`src/rtl/audio_route_sequencer_pkg.sv`:
```
// Shared types for the effect routing sequencer: source IDs, FSM states,
// the six-select bundle and the chain validation/mapping helpers.
package audio_route_pkg;

    localparam int unsigned MAX_CHAIN = 5;

    typedef enum logic [2:0] {
        SRC_BASE       = 3'b000,
        SRC_DELAY      = 3'b001,
        SRC_REVERB     = 3'b010,
        SRC_FILTER     = 3'b011,
        SRC_DISTORTION = 3'b100,
        SRC_CRUSH      = 3'b101,
        SRC_NONE       = 3'b111
    } src_id_t;

    typedef enum logic [1:0] {
        IDLE,
        FADE_OUT,
        SWAP,
        FADE_IN
    } route_state_t;

    typedef struct packed {
        src_id_t delay_src;
        src_id_t crush_src;
        src_id_t dist_src;
        src_id_t filter_src;
        src_id_t reverb_src;
        src_id_t out_src;
    } route_sel_t;

    localparam route_sel_t SEL_RESET = '{
        delay_src:  SRC_NONE,
        crush_src:  SRC_NONE,
        dist_src:   SRC_NONE,
        filter_src: SRC_NONE,
        reverb_src: SRC_NONE,
        out_src:    SRC_BASE
    };

    function automatic logic chain_valid(input logic [3*MAX_CHAIN-1:0] chain,
                                         input logic [2:0] len);
        logic [7:0] seen;
        logic [2:0] id;
        logic       ok;
        seen = '0;
        ok   = (len <= 3'(MAX_CHAIN));
        for (int unsigned i = 0; i < MAX_CHAIN; i++) begin
            id = chain[3*i +: 3];
            if (i < 32'(len)) begin
                if (id == 3'd0 || id > 3'd5 || seen[id]) ok = 1'b0;
                seen[id] = 1'b1;
            end
        end
        return ok;
    endfunction

    // Each used effect is fed by the previous slot; slot 0 is fed by the dry base.
    function automatic route_sel_t chain_to_sel(input logic [3*MAX_CHAIN-1:0] chain,
                                                input logic [2:0] len);
        route_sel_t sel;
        src_id_t    prev;
        src_id_t    id;
        sel  = SEL_RESET;
        prev = SRC_BASE;
        for (int unsigned i = 0; i < MAX_CHAIN; i++) begin
            id = src_id_t'(chain[3*i +: 3]);
            if (i < 32'(len)) begin
                case (id)
                    SRC_DELAY:      sel.delay_src  = prev;
                    SRC_REVERB:     sel.reverb_src = prev;
                    SRC_FILTER:     sel.filter_src = prev;
                    SRC_DISTORTION: sel.dist_src   = prev;
                    SRC_CRUSH:      sel.crush_src  = prev;
                    default:        ;
                endcase
                prev = id;
            end
        end
        sel.out_src = prev;
        return sel;
    endfunction

endpackage

```
`src/rtl/audio_route_sequencer_gain_ramp.sv`:
```
// Stereo gain ramp: step register, (sample * step) >>> RAMP_LOG2 and a
// one-cycle registered valid/sample pipeline.
module audio_gain_ramp #(
    parameter int unsigned RAMP_LOG2 = 6
) (
    input  logic                 i_clk,
    input  logic                 i_rst,
    input  logic                 i_up,
    input  logic                 i_down,
    input  logic signed [15:0]   i_sample_l,
    input  logic signed [15:0]   i_sample_r,
    input  logic                 i_valid,
    output logic [RAMP_LOG2:0]   o_step,
    output logic signed [15:0]   o_sample_l,
    output logic signed [15:0]   o_sample_r,
    output logic                 o_valid
);

    localparam logic [RAMP_LOG2:0] RAMP_LEN = {1'b1, {RAMP_LOG2{1'b0}}};
    localparam int unsigned        PW       = 16 + RAMP_LOG2 + 2;

    logic [RAMP_LOG2:0]    r_step;
    logic signed [15:0]    r_sample_l;
    logic signed [15:0]    r_sample_r;
    logic                  r_valid;
    logic signed [PW-1:0]  w_prod_l;
    logic signed [PW-1:0]  w_prod_r;
    logic signed [15:0]    w_gain_l;
    logic signed [15:0]    w_gain_r;

    // Zero-extend step so the product stays signed and full width.
    assign w_prod_l = i_sample_l * $signed({1'b0, r_step});
    assign w_prod_r = i_sample_r * $signed({1'b0, r_step});
    assign w_gain_l = 16'(w_prod_l >>> RAMP_LOG2);
    assign w_gain_r = 16'(w_prod_r >>> RAMP_LOG2);

    always_ff @(posedge i_clk) begin
        if (i_rst) begin
            r_step     <= RAMP_LEN;
            r_sample_l <= '0;
            r_sample_r <= '0;
            r_valid    <= 1'b0;
        end else begin
            r_valid <= i_valid;
            if (i_valid) begin
                r_sample_l <= w_gain_l;
                r_sample_r <= w_gain_r;
                if (i_down && r_step != '0)
                    r_step <= r_step - 1'b1;
                else if (i_up && r_step != RAMP_LEN)
                    r_step <= r_step + 1'b1;
            end
        end
    end

    assign o_step     = r_step;
    assign o_sample_l = r_sample_l;
    assign o_sample_r = r_sample_r;
    assign o_valid    = r_valid;

endmodule

```
`src/rtl/audio_route_sequencer.sv`:
```
// Effect chain request -> six routing selects, swapped via a fade-out/fade-in
// sequence when AUDIO_ROUTE_FADE_EN is defined, otherwise via a single SWAP cycle.
module audio_route_sequencer
    import audio_route_pkg::*;
#(
    parameter int unsigned RAMP_LOG2 = 6
) (
    input  logic                clk_in,
    input  logic                rst_in,
    input  logic [14:0]         req_chain,
    input  logic [2:0]          req_len,
    input  logic                req_valid,
    output logic                req_ready,
    output logic                cfg_err,
    output logic                busy,
    output logic [2:0]          delay_src,
    output logic [2:0]          crush_src,
    output logic [2:0]          distortion_src,
    output logic [2:0]          filter_src,
    output logic [2:0]          reverb_src,
    output logic [2:0]          output_src,
    input  logic signed [15:0]  sample_l_in,
    input  logic signed [15:0]  sample_r_in,
    input  logic                valid_in,
    output logic signed [15:0]  sample_l_out,
    output logic signed [15:0]  sample_r_out,
    output logic                valid_out
);

    localparam logic [RAMP_LOG2:0] RAMP_LEN = {1'b1, {RAMP_LOG2{1'b0}}};

    route_state_t       r_state;
    route_state_t       w_next;
    route_sel_t         r_live;
    route_sel_t         r_shadow;
    route_sel_t         w_req_sel;
    logic               r_cfg_err;
    logic               w_accept;
    logic               w_req_ok;
    logic               w_up;
    logic               w_down;
    logic [RAMP_LOG2:0] w_step;

    assign req_ready = (r_state == IDLE);
    assign busy      = (r_state != IDLE);
    assign cfg_err   = r_cfg_err;
    assign w_accept  = req_valid && req_ready;
    assign w_req_ok  = chain_valid(req_chain, req_len);
    assign w_req_sel = chain_to_sel(req_chain, req_len);

    always_ff @(posedge clk_in) begin
        if (rst_in) begin
            r_state   <= IDLE;
            r_live    <= SEL_RESET;
            r_shadow  <= SEL_RESET;
            r_cfg_err <= 1'b0;
        end else begin
            r_state   <= w_next;
            r_cfg_err <= w_accept && !w_req_ok;
            if (w_accept && w_req_ok) r_shadow <= w_req_sel;
            if (r_state == SWAP)      r_live   <= r_shadow;
        end
    end

    always_comb begin
        w_next = r_state;
        w_up   = 1'b0;
        w_down = 1'b0;
        case (r_state)
            IDLE: begin
                if (w_accept && w_req_ok) begin
`ifdef AUDIO_ROUTE_FADE_EN
                    w_next = FADE_OUT;
`else
                    w_next = SWAP;
`endif
                end
            end
            FADE_OUT: begin
                if (w_step == '0) w_next = SWAP;
                else              w_down = 1'b1;
            end
            SWAP: begin
`ifdef AUDIO_ROUTE_FADE_EN
                w_next = FADE_IN;
`else
                w_next = IDLE;
`endif
            end
            FADE_IN: begin
                if (w_step == RAMP_LEN) w_next = IDLE;
                else                    w_up   = 1'b1;
            end
            default: w_next = IDLE;
        endcase
    end

    audio_gain_ramp #(
        .RAMP_LOG2(RAMP_LOG2)
    ) u_gain (
        .i_clk      (clk_in),
        .i_rst      (rst_in),
        .i_up       (w_up),
        .i_down     (w_down),
        .i_sample_l (sample_l_in),
        .i_sample_r (sample_r_in),
        .i_valid    (valid_in),
        .o_step     (w_step),
        .o_sample_l (sample_l_out),
        .o_sample_r (sample_r_out),
        .o_valid    (valid_out)
    );

    assign delay_src      = r_live.delay_src;
    assign crush_src      = r_live.crush_src;
    assign distortion_src = r_live.dist_src;
    assign filter_src     = r_live.filter_src;
    assign reverb_src     = r_live.reverb_src;
    assign output_src     = r_live.out_src;

endmodule
```
`config.mk`:
```
export PLATFORM = sky130hd
export DESIGN_NAME = audio_route_sequencer
export DESIGN_NICKNAME = d
export VERILOG_FILES = /design/src/rtl/audio_route_sequencer_pkg.sv /design/src/rtl/audio_route_sequencer_gain_ramp.sv /design/src/rtl/audio_route_sequencer.sv
export SDC_FILE = /design/constraint.sdc
export NUM_CORES = 1
export LEC_CHECK = 0
export BUFFER_PORTS_ARGS = -buffer_cell sky130_fd_sc_hd__buf_2
export CORE_UTILIZATION = 55
export CTS_CLUSTER_DIAMETER = 40
export CTS_CLUSTER_SIZE = 10
export DETAILED_ROUTE_END_ITERATION = 6
export HOLD_SLACK_MARGIN = 0.15
export PLACE_DENSITY = 0.86
export SLEW_MARGIN = 20
export SYNTH_ARGS = -nofsm -noshare
export SYNTH_HDL_FRONTEND = slang
export SYNTH_HIERARCHICAL = 1
export SYNTH_SLANG_ARGS = --single-unit
```
`constraint.sdc`:
```
create_clock -name clk_in -period 11.85 [get_ports clk_in]
set_input_delay 3.555 -clock clk_in [delete_from_list [all_inputs] [get_ports clk_in]]
set_output_delay 3.555 -clock clk_in [all_outputs]
set_load 0.01 [all_outputs]
```
* Word-level counts from Yosys, hierarchy flattened
Memory sizes are Yosys's and may differ from the RTL's.
Cells that the tools add are included.
** Operators by class
- Add/subtract/negate cells :: 2
- Multipliers :: 2
- $lt $le $gt $ge :: 20
- Equality and inequality tests :: 33
- Muxes and demuxes :: 76
- Bitwise operators :: 3
- Reductions and logical operators :: 32
** Operators by type and width (count)
- two-way mux 3 bit :: 30
- two-way mux 15 bit :: 5
- multiplier 16 x 8 -> 22 bit :: 2
- two-way mux 8 bit :: 4
- equality test 3 x 2 -> 1 bit, second input constant :: 10
- equality test 3 bit, second input constant :: 10
- bitwise OR 8 bit :: 3
- two-way mux 1 bit :: 23
- < comparator 3 x 4 -> 1 bit, second input constant :: 5
- equality test 3 x 1 -> 1 bit, second input constant :: 5
- > comparator 3 bit, second input constant :: 5
- logical NOT 3 bit :: 5
- two-way mux 7 bit :: 2
- binary-select mux 1 bit (select 3 bit) :: 4
- demux 1 bit (select 3 bit) :: 4
- >= comparator 3 x 1 -> 1 bit, second input constant :: 4
- logical OR 1 bit :: 10
- logical AND 1 bit :: 9
- one-hot mux 2 bit (4 select lines) :: 1
- adder 7 x 1 -> 7 bit, second input constant :: 1
- equality test 7 bit, second input constant :: 1
- logical NOT 7 bit :: 1
- inequality test 7 bit, second input constant :: 1
- nonzero test 7 bit :: 1
- 15 further kinds :: 22
** Word-level totals
- Register bits :: 79
- Bits in read-only memories :: 8
- Input port bits :: 54
- Output and inout port bits :: 54
- Word-level logic and storage cells :: 187
- Memories kept :: 1
** Memories
- (name not given) :: depth 8, width 1, rd ports 1, clocked after Yosys merged registers in 0, wr ports 0, RTL line audio_route_sequencer_pkg.sv:52 : if (id == 3'd0 || id > 3'd5 || seen[id]) ok = 1'b0;

* Longest topological paths before layout
Gate-level depths: netlist of run 1.
- Word-level depth :: 19
- Gate-level depth with buffers :: 19
- Depth with buffers taken out :: 17

* Cells and area by module
Netlist of run 1, hierarchy kept.
** By module, submodules not included
- audio_gain_ramp :: instances 1, cells an instance 1026, area an instance 8962.3 um^2
- audio_route_sequencer :: instances 1, cells an instance 392, area an instance 2934.1 um^2

* Least setup slack after synthesis of run 1
OpenSTA, ideal clock, no wires.
- Path type :: input -> register
- Start :: input sample_l_in[6]
- End :: register u_gain.r_sample_l[10], in the netlist u_gain/o_sample_l[10]
- Setup time :: 0.125 ns
- Arrival time :: 7.570 ns
- Data required time :: 11.725 ns
- Path slack :: 4.155 ns
- Cell stages on the path :: 15
- Path buffers :: 0
- Cell sequence :: and2_1 fa_1 fa_1 fa_1 inv_1 fa_1 inv_1 ha_1 a21o_1 a221o_1 a221oi_2 o21ai_1 a21oi_2 xor2_1 o21ai_1
** On the way
- Longest elaborated chain between the ends :: 1
** Ends and longest elaborated chain
- start, declared :: RTL line audio_route_sequencer.sv:22 : input logic signed [15:0] sample_l_in,
- multiplier 16 x 8 -> 22 bit :: RTL line audio_route_sequencer_gain_ramp.sv:32 : assign w_prod_l = i_sample_l * $signed({1'b0, r_step});
- end signal, assigned :: RTL line audio_route_sequencer_gain_ramp.sv:46 : r_sample_l <= w_gain_l;
- end, declared :: RTL line audio_route_sequencer_gain_ramp.sv:23 : logic signed [15:0] r_sample_l;
No other way between the ends.
A chain may end at the register's enable or synchronous reset.

* Final worst setup path of run 1
- Start :: input sample_l_in[7]
- End :: register u_gain.r_sample_l[14], in the netlist u_gain/o_sample_l[14]
The elaborated chain is that of the path after synthesis.

==> results.toml, run 1 <==
[sta]
fmax_ghz = 0.128
rsz0062_at_grt = "false"
tightest_slew_ps = 1120
setup-tns-final_ps = 0
hold_violations = 0
max_slew_margin_pct = 25.2
finalCriticalPeriod_ps = 7810
period_share_pct = 65.9
finalClockSkew_ps = 11.2
hold_slack_ps = 445
setup_violations = 0
slew_violations = 0

[yosys]
synthFlopType = "dfxtp_1"
syn_avg_cell_area_um2 = 8.39
seq_area_frac_synth_pct = 13.1
ys_ff_latch = 78
netlist_area_um2 = 11900
synthCells = 1418
ys_async_sr_fraction_pct = 0
synth_edf_count = 0
ys_warn_count = 6
synth.distinct_cells = 79

[die]
die_x_um = 149
start_util_pct = 56.4
die_h_um = 149
core_um2 = 21100
row_count = 53
dieArea_um2 = 22200
io_pins = 108

[worst_setup_path]
crit_fanout = 7
worstReg2RegStart = "u_gain/o_step[3]"
worst_r2r_endpoint = "u_gain/o_sample_r[15]"
arrival_ps = 7980
critPathKind = "input pin to register"
start_kind = "input pin"
reg2regPathDepth = 17
worstSetupEndpointType = "register"
cp.required_ps = 12020
worst-r2r-setup-slack_ps = 6330

[clock_tree]
clock_path_buffers = 2
worstSkewPairLatency_ps = 350
clock_sinks = 78
clkSlewWorstSetupHoldPaths_ps = 60
holdBufCountCts = 0
post_cts_resized = 0
cts_tree = "done"
ctsRootBufferMaster = "clkbuf_16"
cts_setup_buffers = 0
cts_htree_levels = 3
cts_made_buffers = 9

[drt]
first_pass_iters = 6
totalWireLength_um = 29600
drt_iter0_drc = 650
routedWlPerCell_um = 16.7
vias = 9999
drcViolationCount = 0
antenna_left = 0
via_per_inst = 5.62

[run_status]
status = "finished clean"

[placement]
dp_hpwl_um = 22800
placed_area_um2 = 12600
io_buffer_count = 107
place.gp.congestion = 0.957

[final_layout]
stdcell_area_um2 = 13000
fillers = 1742
syn2layout_area_growth_pct = 8.94
fin_util_pct = 61.5
finish.net_count = 1797
drive_gt1_share_pct = 10.3

[flow_run]
drv_cap = 0

[power]
p_seq_share_pct = 12.5
p_total_mw = 2.81
leakage_nw = 6.32
clkPwrFrac_pct = 11.1
p_switching_mw = 1.41
irDropWorstVdd_uv = 142
switching_share_pct = 50.1
power.internal_mw = 1.40
p_per_area_nw_per_um2 = 217
pwr-share-comb_pct = 76.4

[global_routing]
antenna_found_initial = 4
overflow = 0
grt_max_degree = 63
grt_pass1_vias = 10300
grt_util_all_layers_pct = 27.9
grt_first_pass_wirelength_um = 49100

[min_path]
min_path_type = "register to register"
min_to = "u_gain/o_sample_l[10]"
min_delay_path_depth = 2
hp-start = "u_gain/o_sample_l[10]"
[metal layers]
layer	GRT usage [%]	routed length, um	up-vias
met5	0	0	-
met4	12.9	1030	0
met3	4.71	2200	72
met2	46.8	14100	406
met1	35.1	12300	4831
li1	-	-	4690
[critical path, stage by stage]
cell and delay [ps]:
buf_2 160, nand2_1 110, fa_1 560, inv_1 50, fa_1 460, fa_1 540, inv_1 50, fa_1 530
inv_1 40, ha_1 330, and3_1 230, a221o_1 350, a22oi_2 300, o21ai_2 160, a31oi_4 250, mux2i_1 210
o22ai_1 90
[cells by family after synthesis]
logic type / after synthesis / synth area share, %
flops: 78 / 13.1
buf+inv: 299 / 9.77
xor+xnor: 53 / 3.90
other cells: 1 / 0.0315
simple gates: 474 / 20.4
fa+ha+maj: 248 / 36.2
mux: 53 / 4.50
compound gates: 212 / 12.1
[power by group through the flow]
stage | Clock, mW | Sequential, mW | Combinational (mW)
final | 0.312 | 0.352 | 2.15
after global routing | 0.325 | 0.357 | 2.46
after CTS | 0.315 | 0.351 | 2.14
after detailed placement | 0 | 0.356 | 2.12
after global placement | 0 | 0.354 | 2.02
after floorplan | 0 | 0.354 | 1.67
[state kept, by name (all words and copies together), names as in the netlist, 7 cells and up]
signal,count
r_shadow,18
u_gain/o_sample_r,16
u_gain/o_step,7
u_gain/o_sample_l,16
[placed cells by master, fill, tap and decap left out, types with 5 or more instances in the layout]
| cell | instances |
|---|---|
| inv_1 | 242 |
| fa_1 | 161 |
| and2_1 | 160 |
| nand2_1 | 143 |
| buf_2 | 107 |
| ha_1 | 87 |
| dfxtp_1 | 78 |
| nor2_1 | 74 |
| mux2i_1 | 52 |
| a21oi_1 | 47 |
| o21ai_0 | 47 |
| xnor2_1 | 34 |
| nor3_1 | 19 |
| xor2_1 | 19 |
| nand3_1 | 17 |
| nand2b_1 | 12 |
| nor2b_1 | 12 |
| o211ai_1 | 10 |
| a31oi_1 | 10 |
| o21ai_1 | 9 |
| clkbuf_16 | 9 |
| buf_4 | 9 |
| a21o_1 | 8 |
| o31ai_1 | 8 |
| nand4_1 | 7 |
| a211oi_1 | 7 |
| conb_1 | 7 |
| o21bai_1 | 6 |
| o22ai_1 | 6 |
| o21a_1 | 5 |
| a22oi_1 | 5 |
[area by class of cell]
type                            count  area (um2)  area share [%]
Clock buffer                       10         239            1.84
Sequential cell                    78        1560            12.0
Antenna cell                        4        10.0          0.0772
Tap cell                          275         344            2.65
Timing Repair Buffer              116         603            4.65
Inverter                          243         912            7.04
Multi-Input combinational cell   1047        9200            71.0
Clock inverter                      6        92.6           0.714
[cells in the mapped netlist, types with 3 or more instances]
cell | count | area (um2)
buf_1 | 4 | 15.0
fa_1 | 161 | 3220
nand4b_1 | 3 | 26.3
or3_1 | 4 | 25.0
nand3b_1 | 4 | 30.0
clkbuf_1 | 46 | 173
nor2_1 | 75 | 282
xnor2_1 | 34 | 298
nor2b_1 | 12 | 75.1
or3b_2 | 3 | 26.3
a22oi_1 | 5 | 37.5
a211oi_1 | 7 | 52.6
o21a_1 | 5 | 37.5
mux2i_1 | 52 | 521
nand2_1 | 143 | 537
o31ai_1 | 8 | 60.1
a21oi_1 | 47 | 235
o211ai_1 | 10 | 75.1
dfxtp_1 | 78 | 1560
nand4_1 | 7 | 43.8
nand2b_1 | 12 | 75.1
a21o_1 | 8 | 60.1
and2_1 | 160 | 1000
o22ai_1 | 6 | 37.5
o311ai_0 | 3 | 26.3
nand3_1 | 17 | 85.1
o221ai_1 | 3 | 26.3
nor3_1 | 19 | 95.1
a31oi_1 | 10 | 62.6
xor2_1 | 19 | 166
inv_1 | 242 | 908
o21bai_1 | 6 | 45.0
and3_1 | 4 | 25.0
o31a_1 | 4 | 35.0
o21ai_1 | 9 | 45.0
o21ai_0 | 47 | 235
ha_1 | 87 | 1090
[worst max-delay path by stage]
| stage | from | end | slack, ps | depth (start not counted) |
|---|---|---|---|---|
| 2_1_floorplan | sample_l_in[6] | u_gain/o_sample_l[10] | 4160 | 15 |
| 3_3_place_gp | sample_l_in[4] | u_gain/o_sample_l[14] | 3830 | 16 |
| 3_5_place_dp | sample_l_in[6] | u_gain/o_sample_l[14] | 3720 | 16 |
| 4_1_cts | sample_l_in[6] | u_gain/o_sample_l[14] | 4080 | 16 |
| 5_1_grt | sample_l_in[7] | u_gain/o_sample_l[10] | 3850 | 17 |
| 6_report | sample_l_in[7] | u_gain/o_sample_l[14] | 4040 | 17 |
[metrics by stage]
step	setup WS (ps)	instances
after CTS	4080	1775
after global routing	3850	1779
after floorplan	4160	1424
after global placement	3830	1759
after detailed placement	3720	1759
final	4040	1779
Note: power is estimated with default switching activity, not from simulation.
==> run 2, diff against run 1 <==
Clock period 11.85 ns to 7.3 ns, I/O delays scaled along.
==> results.toml, run 2 (synthesized netlist as in run 1, its figures left out) <==
[worst_setup_path]
path_common_cell = "fa_1"
cpMaxStageDelayCell = "fa_1"
arrival_ps = 6680
crit_chain = "buf_2 > and2_1 > fa_1 > fa_1 > fa_1 > inv_1 > fa_1 > inv_1 > ha_1 > a21o_1 > a221o_1 > a22oi_2 > o21ai_2 > a31oi_4 > mux2i_1 > o22ai_1"
slowest_delay_ps = 570
critPathKind = "input pin to register"
cp_top_family = "adder cells"
start_kind = "input pin"
critPathBufInv = 3
crit_fanout = 7
worstSetupEndpointType = "register"
cp.required_ps = 7470

[sta]
setup_violations = 0
rsz0062_at_grt = "false"
tightest_slew_ps = 1040
setup-tns-final_ps = 0
hold_violations = 0
slew_violations = 0
max_slew_margin_pct = 30.3
finalClockSkew_ps = 15.6
period_share_pct = 89.1
finalCriticalPeriod_ps = 6500
fmax_ghz = 0.154
hold_slack_ps = 449

[die]
start_util_pct = 56.4
row_count = 53
io_pins = 108
die_x_um = 149
die_h_um = 149
core_um2 = 21100
dieArea_um2 = 22200

[clock_tree]
cts_setup_buffers = 0
clock_path_buffers = 2
worstSkewPairLatency_ps = 350
clkSlewWorstSetupHoldPaths_ps = 70
holdBufCountCts = 0
clock_sinks = 78
post_cts_resized = 0
ctsRootBufferMaster = "clkbuf_16"
cts_tree = "done"
cts_htree_levels = 3
cts_made_buffers = 9

[power]
leakage_nw = 6.31
p_per_area_nw_per_um2 = 353
irDropWorstVdd_uv = 211

[drt]
routedWlPerCell_um = 16.7
totalWireLength_um = 29700
via_per_inst = 5.65
drt_iter0_drc = 745
vias = 10100
antenna_left = 0
first_pass_iters = 5
drcViolationCount = 0

[final_layout]
finish.net_count = 1798
fillers = 1811
regArea_um2 = 1560
largest_register_ffs = 18
syn2layout_area_growth_pct = 8.79
final_common_cell = "inv_1"
final_cell_mix = "242 x inv_1, 161 x fa_1, 160 x and2_1"
drive_gt1_share_pct = 10.5
largest_register = "r_shadow"
multi_input_area_um2 = 9200

[global_routing]
antenna_found_initial = 4
grt_first_pass_wirelength_um = 49600
grt_pass1_vias = 10400
grt_util_all_layers_pct = 28.0
grt_max_degree = 41
overflow = 0

[placement]
io_buffer_count = 107
place.gp.congestion = 0.956
dp_hpwl_um = 22900

[flow_run]
drv_cap = 0

[run_status]
status = "finished clean"

[min_path]
min_path_type = "register to register"
[run 2: changes by cell type in the layout (fill, tap and decap cells not counted), sizes merged]
cell    change
clkinv      +2
bufinv      -1
clkbuf      -1
buf         +1
[run 2: report_power, final]
part           total (mW)  switching, mW  internal [mW]
Combinational        3.53           2.05           1.47
Sequential          0.569         0.0667          0.503
Clock               0.469          0.200          0.269
Total                4.56           2.32           2.25
[run 2: metrics by stage]
| step | instance area, um2 | util (%) | worst slack (ps) | total power, mW | instances |
|---|---|---|---|---|---|
| final | 12900 | 61.4 | 796 | 4.56 | 1780 |
| after global routing | 12900 | 61.4 | 591 | 5.09 | 1780 |
| after CTS | 12900 | 61.3 | 808 | 4.55 | 1776 |
| after detailed placement | 12600 | 59.9 | 459 | 4.04 | 1760 |
| after global placement | 12600 | 59.9 | 636 | 3.85 | 1760 |
| after floorplan | 11900 | - | 970 | 3.29 | 1424 |
[run 2: final cells by class]
cell class	instances	share of cell area [%]
Clock inverter	7	0.619
Inverter	243	7.05
Multi-Input combinational cell	1047	71.1
Tap cell	275	2.66
Sequential cell	78	12.1
Timing Repair Buffer	117	4.72
Antenna cell	4	0.0773
Clock buffer	9	1.74
[run 2: worst register-to-register path, stage by stage (launching register included)]
cell,delay (ps)
dfxtp_1,910
buf_4,320
nand2_1,80
fa_1,490
inv_1,50
fa_1,460
fa_1,540
inv_1,50
fa_1,540
inv_1,50
ha_1,330
a2111oi_0,500
a21oi_1,90
a21oi_1,150
nand2_1,170
a221oi_1,400
xnor2_1,160
o21ai_0,90
[run 2: path summary, 6_finish.rpt]
check / start / to / slack, ps / depth (start not counted)
worst max register to register: u_gain/o_step[2] / u_gain/o_sample_r[15] / 1750 / 17
worst min-delay path: u_gain/o_sample_l[15] / u_gain/o_sample_l[15] / 450 / 2
worst min register to register: u_gain/o_sample_l[15] / u_gain/o_sample_l[15] / 450 / 2
worst max-delay path: sample_l_in[4] / u_gain/o_sample_l[14] / 800 / 16
[run 2: metal layers]
layer | vias up | GRT usage, % | part of all wire [%]
li1 | 4687 | - | -
met2 | 396 | 47.7 | 49
met3 | 59 | 4.46 | 6.8
met1 | 4923 | 35.3 | 42
met4 | 0 | 11.5 | 2.4
met5 | - | 0 | 0
==> run 3, diff against run 2 <==
Settings changed: ABC_AREA set to 1, PLACE_DENSITY 0.86 to 0.85, SLEW_MARGIN 20 to not set.
==> results.toml, run 3 <==
[clock_tree]
ctsRootBufferMaster = "clkbuf_16"
clock_sinks = 78
cts_setup_buffers = 0
post_cts_resized = 0
cts_made_buffers = 9
cts_tree = "done"
clock_path_buffers = 2
holdBufCountCts = 0
cts_htree_levels = 3
worstSkewPairLatency_ps = 340
clkSlewWorstSetupHoldPaths_ps = 70

[worst_setup_path]
crit_chain = "buf_2 > nand2_1 > inv_1 > fa_1 > inv_1 > fa_1 > inv_1 > fa_1 > inv_1 > fa_1 > inv_1 > ha_1 > nand2_1 > nor3_1 > nand3_1 > inv_1 > nor2_1 > nand2_1 > nand3_1 > nand2_1 > inv_1"
cpMaxStageDelayCell = "fa_1"
worstSetupEndpointType = "register"
start_kind = "input pin"
path_common_cell = "inv_1"
cp.required_ps = 7540
cp_top_family = "adder cells"
critPathKind = "input pin to register"
critPathBufInv = 8
reg2regPathDepth = 19
arrival_ps = 6250
slowest_delay_ps = 580
crit_fanout = 7
cp.depth = 21

[yosys]
synth_compound_area_share_pct = 10.2
synthAdderAreaFrac_pct = 32.8
ys_top_cells_by_count = "526 x nand2_1, 505 x inv_1, 161 x fa_1, 159 x nor2_1, 88 x o21ai_0"
synthFlopType = "dfxtp_1"
ys_async_sr_fraction_pct = 0
synth_edf_count = 0
netlist_area_um2 = 13100
synthCells = 2001
synth.area.top_cells = "fa_1 25%, nand2_1 15%, inv_1 14%"
ys_ff_latch = 78
ys_warn_count = 6
syn_avg_cell_area_um2 = 6.56
synthMuxAreaShare_pct = 0
synth-simple-area-share_pct = 26.8
synth.distinct_cells = 45
synth_largest_area_cell = "fa_1"
synth.top_cell.area_share_pct = 24.5
seq_area_frac_synth_pct = 11.9
yosysMostFrequentCell = "nand2_1"
synth_top_family_by_area = "adder cells"
synth-xor-area-share_pct = 1.47

[die]
die_h_um = 157
core_um2 = 23500
start_util_pct = 55.9
die_x_um = 157
io_pins = 108
row_count = 56
dieArea_um2 = 24500

[final_layout]
largest_register = "r_shadow"
final_cell_mix = "526 x nand2_1, 505 x inv_1, 161 x fa_1"
diodes = 0
final_common_cell = "nand2_1"
finish.net_count = 2375
drive_gt1_share_pct = 9.29
syn2layout_area_growth_pct = 7.81
final_cell_count_no_fill = 2397
largest_register_ffs = 18
stdcell_area_um2 = 14200

[min_path]
min_path_type = "register to register"
min_delay_path_depth = 2

[drt]
antenna_left = 0
vias = 12500
drcViolationCount = 0
first_pass_iters = 5
via_per_inst = 5.22
routedWlPerCell_um = 14.1
drt_iter0_drc = 911
totalWireLength_um = 33900

[power]
leakage_nw = 8.63
power.internal_mw = 1.77
switching_share_pct = 53.4
pwr-share-comb_pct = 73.0
p_per_area_nw_per_um2 = 268
p_switching_mw = 2.02
clkPwrFrac_pct = 12.1
irDropWorstVdd_uv = 161
p_seq_share_pct = 14.8

[global_routing]
overflow = 0
grt_first_pass_wirelength_um = 57000
antenna_found_initial = 1
grt_pass1_vias = 12500
grt_util_all_layers_pct = 29.0
grt_max_degree = 38

[sta]
setup_violations = 0
finalClockSkew_ps = 8.51
tightest_slew_ps = 736
slew_violations = 0
hold_violations = 0
rsz0062_at_grt = "false"
setup-tns-final_ps = 0
max_slew_margin_pct = 50.9
finalCriticalPeriod_ps = 6010
worst_slack_ps = 1290
fmax_ghz = 0.166
period_share_pct = 82.3

[run_status]
status = "finished clean"

[placement]
io_buffer_count = 107
dp_hpwl_um = 26800
pre_cts_slack_ps = 983
placed_area_um2 = 13900
dp.cells = 2381
place.gp.congestion = 0.939

[flow_run]
drv_cap = 0
[run 3: final cells by class]
class	instances	area, um2
multi-input cells	1359	9380
fillers	2188	9310
inverters	510	1910
flip-flops and latches	78	1560
repair buffers	115	596
well taps	319	399
clock buffers	9	225
clock inverters	7	80.1
[run 3: through the flow]
stage | utilization, % | hold WS, ps | power [mW]
3_5_place_dp | 59.0 | 446 | 3.32
2_1_floorplan | - | 429 | 2.62
3_3_place_gp | 59.0 | 438 | 3.23
4_1_cts | 60.3 | 457 | 3.79
5_1_grt | 60.3 | 476 | 4.24
6_report | 60.3 | 454 | 3.79
[run 3: final timing paths]
kind,to,start,slack [ps]
max,u_gain/o_sample_r[15],sample_r_in[15],1290
min,output_src[0],r_shadow[0],450
max reg2reg,u_gain/o_sample_r[15],u_gain/o_step[2],2570
min reg2reg,output_src[0],r_shadow[0],450
[run 3: power groups by stage]
stage          registers (mW)  clock network, mW  logic [mW]
2_1_floorplan           0.587                  0        2.03
3_3_place_gp            0.569                  0        2.66
3_5_place_dp            0.569                  0        2.75
4_1_cts                 0.561              0.468        2.76
5_1_grt                 0.571              0.482        3.19
6_report                0.563              0.460        2.77
[run 3: worst register-to-register path: stages, from the launching register on]
cell and delay, ps:
dfxtp_1 320, buf_4 420, nand2_1 190, fa_1 570
inv_1 50, fa_1 460, fa_1 550, inv_1 60
fa_1 560, inv_1 60, ha_1 390, nand2_1 150
nor3_1 320, nand3_1 170, inv_1 80, nor2_1 40
nand2_1 50, nand3_1 70, nand2_1 80, inv_1 40
[run 3: metal layers]
layer	global-route usage, %	vias up	routed length [um]
li1	-	6121	-
met1	35.3	5876	14200
met2	52.2	428	16700
met3	3.66	74	1950
met4	10.8	2	976
met5	0	-	13
[run 3: cell families (layout without fill, tap and decap cells)]
family          Yosys count  in the layout
fa+ha+maj               248            248
buf+inv                 565            641
simple gates            851            851
other cells               1              2
compound gates          236            236
xor+xnor                 22             22
flops                    78             78
